### config.mk
export PLATFORM = sky130hd
export DESIGN_NAME = pwm_compare_flat
export DESIGN_NICKNAME = d
export VERILOG_FILES = /design/src/rtl/pwm_compare_if.sv /design/src/rtl/pwm_compare.sv /design/src/flat_wrapper.sv
export SDC_FILE = /design/constraint.sdc
export NUM_CORES = 1
export LEC_CHECK = 0
export BUFFER_PORTS_ARGS = -buffer_cell sky130_fd_sc_hd__buf_2
export CELL_PAD_IN_SITES_DETAIL_PLACEMENT = 0
export CELL_PAD_IN_SITES_GLOBAL_PLACEMENT = 2
export CORE_MARGIN = 3
export CORE_UTILIZATION = 34
export CTS_CLUSTER_SIZE = 8
export DETAILED_ROUTE_END_ITERATION = 7
export PLACE_DENSITY = 0.8
export SLEW_MARGIN = 20
export SYNTH_ARGS = -nofsm -noshare
export SYNTH_HDL_FRONTEND = slang
export SYNTH_SLANG_ARGS = --single-unit
### constraint.sdc
create_clock -name clk -period 2.7 [get_ports clk]
set_input_delay 0.54 -clock clk [delete_from_list [all_inputs] [get_ports clk]]
set_output_delay 0.54 -clock clk [all_outputs]
set_load 0.01 [all_outputs]
### src/rtl/pwm_compare_if.sv
// Duty-load handshake between the duty source and pwm_compare.
interface pwm_compare_if #(
   parameter int WIDTH = 8
);
   logic             duty_valid;
   logic [WIDTH:0]   duty_data;
   logic             duty_ready;

   modport master (
      output duty_valid,
      output duty_data,
      input  duty_ready
   );

   modport slave (
      input  duty_valid,
      input  duty_data,
      output duty_ready
   );
endinterface

### src/rtl/pwm_compare.sv
// Period-aligned PWM comparator driven by an upstream free-running counter.
// Duty is double-buffered; loads and start/stop take effect at period boundaries.
module pwm_compare #(
   parameter int WIDTH      = 8,
   parameter int DUTY_RESET = 0,
   parameter bit INVERT     = 1'b0
) (
   input  logic             clk,
   input  logic             reset_n,
   input  logic [WIDTH-1:0] cnt_in,
   input  logic             cnt_rollover,
   input  logic             cnt_enable,
   input  logic             pwm_en,
   pwm_compare_if.slave     duty,
   output logic             pwm_out,
   output logic             running,
   output logic             update_ack
);

   localparam logic [1:0] S_IDLE  = 2'd0;
   localparam logic [1:0] S_ARMED = 2'd1;
   localparam logic [1:0] S_RUN   = 2'd2;
   localparam logic [1:0] S_DRAIN = 2'd3;

   localparam logic [WIDTH:0] DUTY_RST = (WIDTH+1)'(DUTY_RESET);

   logic [1:0]     state;
   logic [1:0]     nxt;
   logic           en_q;
   logic           pending;
   logic [WIDTH:0] active;
   logic [WIDTH:0] shadow;
   logic [WIDTH:0] duty_eff;
   logic           boundary;
   logic           accept;
   logic           apply;
   logic           nxt_run;

   // A rollover held while the counter is stalled is not a new period.
   assign boundary = cnt_rollover & en_q;
   assign accept   = duty.duty_valid & ~pending;
   assign apply    = boundary & pending;
   assign duty_eff = apply ? shadow : active;
   assign nxt_run  = (nxt == S_RUN) | (nxt == S_DRAIN);

   assign duty.duty_ready = ~pending;

   always_comb begin
      nxt = state;
      unique case (state)
         S_IDLE:  if (pwm_en) nxt = S_ARMED;
         S_ARMED: begin
            if (!pwm_en)       nxt = S_IDLE;
            else if (boundary) nxt = S_RUN;
         end
         S_RUN:   if (!pwm_en) nxt = S_DRAIN;
         S_DRAIN: begin
            if (pwm_en)        nxt = S_RUN;
            else if (boundary) nxt = S_IDLE;
         end
      endcase
   end

   always_ff @(posedge clk or negedge reset_n) begin
      if (!reset_n) begin
         state      <= S_IDLE;
         en_q       <= 1'b0;
         pending    <= 1'b0;
         active     <= DUTY_RST;
         shadow     <= DUTY_RST;
         pwm_out    <= INVERT;
         running    <= 1'b0;
         update_ack <= 1'b0;
      end else begin
         state      <= nxt;
         en_q       <= cnt_enable;
         update_ack <= apply;
         running    <= nxt_run;
         pwm_out    <= INVERT ^ (nxt_run & ({1'b0, cnt_in} < duty_eff));
         if (accept) begin
            shadow  <= duty.duty_data;
            pending <= 1'b1;
         end else if (apply) begin
            pending <= 1'b0;
         end
         if (apply) active <= shadow;
      end
   end

endmodule

### src/flat_wrapper.sv
// flat-port wrapper written by rule: the top's interface ports become plain ports
module pwm_compare_flat 
#(
   parameter int WIDTH      = 8,
   parameter int DUTY_RESET = 0,
   parameter bit INVERT     = 1'b0
)
  (clk, reset_n, cnt_in, cnt_rollover, cnt_enable, pwm_en, pwm_out, running, update_ack, duty_duty_valid, duty_duty_data, duty_duty_ready);
  pwm_compare_if #(.WIDTH(WIDTH)) duty_i ();
  input  logic clk;
  input  logic reset_n;
  input  logic [WIDTH-1:0] cnt_in;
  input  logic cnt_rollover;
  input  logic cnt_enable;
  input  logic pwm_en;
  output logic pwm_out;
  output logic running;
  output logic update_ack;
  input wire logic [$bits(duty_i.duty_valid)-1:0] duty_duty_valid;
  input wire logic [$bits(duty_i.duty_data)-1:0] duty_duty_data;
  output wire logic [$bits(duty_i.duty_ready)-1:0] duty_duty_ready;
  assign duty_i.duty_valid = duty_duty_valid;
  assign duty_i.duty_data = duty_duty_data;
  assign duty_duty_ready = duty_i.duty_ready;
  pwm_compare #(.WIDTH(WIDTH), .DUTY_RESET(DUTY_RESET), .INVERT(INVERT)) u_core (.clk(clk), .reset_n(reset_n), .cnt_in(cnt_in), .cnt_rollover(cnt_rollover), .cnt_enable(cnt_enable), .pwm_en(pwm_en), .duty(duty_i), .pwm_out(pwm_out), .running(running), .update_ack(update_ack));
endmodule
==> results.cfg <==
[clock_network]
htreeDepth = 1
clk_latency_ps = 310
root_buffer = clkbuf_4
path_clk_slew_ps = 130
cts_buffers = 3
cts-resized-gates = 0
cts_hold_buf = 0
cts.sinks = 25
clock_path_buffers = 2
cts_tree = yes
post_cts_buffers = 0

[cells_and_area]
fill_cells = 310
drive_gt1_share_pct = 42.3
syn2layout_area_growth_pct = 18.9
final-instance-count-excl-fill = 155
multi_input_area_sq_um = 438
mostFrequentLayoutCell = buf_2
utilization_pct = 42.7
nNetsFinal = 142
layout_common_cells = buf_2, dfrtp_1, mux2_2, inv_1, ha_1
diodes = 0
ff_latch_area_sq_um = 626

[global_route]
globalRouteMet3Util_pct = 2.34
top_usage_layer = met2
grtUsageMet1_pct = 12.3
first_global_vias = 729
grt_use_met2_pct = 17.3
grt_overflow_total = 0
grt_max_degree = 26
grt_pass1_wl_um = 3190
antenna_found_initial = 0
track_usage_pct = 10.5

[die]
initial_core_util_pct = 35.9
die-area_sq_um = 3970
core_sq_um = 3080
die_h_um = 63.0
chipWidth_um = 63.0
core.rowCount = 20
io_pins = 27

[route]
dr.pass1.iters = 4
vias = 677
drtAntennaViolNets = 0
avgViaCountPerCell = 4.37
wl_per_cell_um = 12.1
drc = 0
wirelength_um = 1880
dr.first_iter.drc_count = 9

[timing]
hold_viol = 0
clock_skew_ps = 4.43
period_needed_ps = 2150
slew_violations = 0
slew_headroom_pct = 63.7
fin_crit_sh_pct = 79.6
hold_ws_ps = 190
worstMarginPinSlew_ps = 545
final-setup-viol-count = 0
grt_setup_unrepaired = false
setup_tns_ps = 0
fmax_mhz = 465

[yosys]
syn-num-nets = 112
synthesis.instances = 82
synth-seq-cells = 25
ys_types = 20
syn_area_sq_um = 1100
yosys_warnings = 0
ys_seq_area_share_pct = 56.6
avgSynthCellArea_sq_um = 13.5

[worst_setup_path]
critPathKind = register to register
cp_data_required_time_ps = 2920
worst-endpoint-arrival_ps = 2370
start_kind = register
cp_max_fo = 7
endpoint_kind = register

[hold_path]
hold_class = primary input to async pin

[placed_design]
dp_cells = 151
place.gp.congestion = 0.684
dpl.hpwl_um = 1480
portBuffers = 26

[power]
power.total_uw = 1030
p_leak_uw = 0.000682
power_density_nw_per_um2 = 787
ir_drop_mv = 0.336

[status]
status = finished clean

[job]
drv_cap = 0
## through the flow
stage | instance area, sq um | setup WS, ps
after floorplan | 1100 | 577
after global placement | 1290 | 353
after detailed placement | 1290 | 308
after CTS | 1310 | 529
after global routing | 1310 | 419
final | 1310 | 550
## cell usage after synthesis, drive strengths merged
| master | number | area [sq um] |
|---|---|---|
| a2111o | 1 | 11.3 |
| ha | 7 | 87.6 |
| mux2i | 5 | 50.1 |
| a32o | 1 | 10.0 |
| clkbuf | 1 | 3.75 |
| nand2b | 1 | 6.26 |
| nor2 | 2 | 7.51 |
| dfrtp | 25 | 626 |
| nand2 | 2 | 7.51 |
| o21ai | 1 | 5.00 |
| and2 | 2 | 12.5 |
| a21o | 1 | 7.51 |
| and2b | 1 | 8.76 |
| xor2 | 1 | 8.76 |
| mux2 | 15 | 173 |
| inv | 10 | 37.5 |
| nand3 | 3 | 27.5 |
| a21oi | 3 | 15.0 |
## routing by layer
layer / up-vias / share of wire (%)
met5: - / 0
met4: 0 / 2.4
met3: 4 / 5.5
met2: 17 / 49
met1: 319 / 43
li1: 337 / -
## sequential cells by signal, summed over array words and instances, names as in the netlist
name	flops
u_core.shadow	9
u_core.pending	1
u_core.state	2
u_core.pwm_out	1
u_core.running	1
u_core.update_ack	1
u_core.active	9
u_core.en_q	1
## cell families (layout without fill, tap and decap cells)
| logic type | after synthesis | in the layout | synth area share, % |
|---|---|---|---|
| DFF | 25 | 25 | 56.6 |
| muxes | 20 | 20 | 20.2 |
| and+or+nand+nor | 11 | 11 | 6.34 |
| buffers and inverters | 11 | 40 | 3.74 |
| adders and majority gates | 7 | 7 | 7.93 |
| AOI/OAI and AO/OA | 7 | 7 | 4.42 |
| xor gates and xnor gates | 1 | 1 | 0.793 |
## layout make-up
type | count | area share, %
clock inverter | 1 | 0.381
tap | 44 | 4.19
multi-input combinational | 46 | 33.3
timing repair buffer | 26 | 9.90
clock buffer | 3 | 1.71
inverter | 10 | 2.86
sequential | 25 | 47.6
## worst max-delay path: stages, from the launching register on
cell	delay [ps]
dfrtp_1	450
nand3_4	170
inv_1	190
mux2_2	360
inv_1	60
ha_1	130
nand3_1	80
a2111o_1	380
a32o_1	240
## power by group
part / internal, uW / switching, uW / total (uW)
sequential: 500 / 48.7 / 548
combinational: 173 / 149 / 322
clock: 55.4 / 108 / 163
## final timing paths
path / start / to / slack, ps / depth (start not counted)
worst min register to register: u_core.active[5] / u_core.active[5] / 510 / 2
min in group clk: cnt_enable / u_core.en_q / 320 / 1
worst max register to register: u_core.pending / u_core.pwm_out / 550 / 8
max in group asynchronous: reset_n / u_core.running / 2150 / 1
worst min-delay path: reset_n / u_core.shadow[0] / 190 / 1
worst max-delay path: u_core.pending / u_core.pwm_out / 550 / 8
Power figures use the tool's default switching activity.
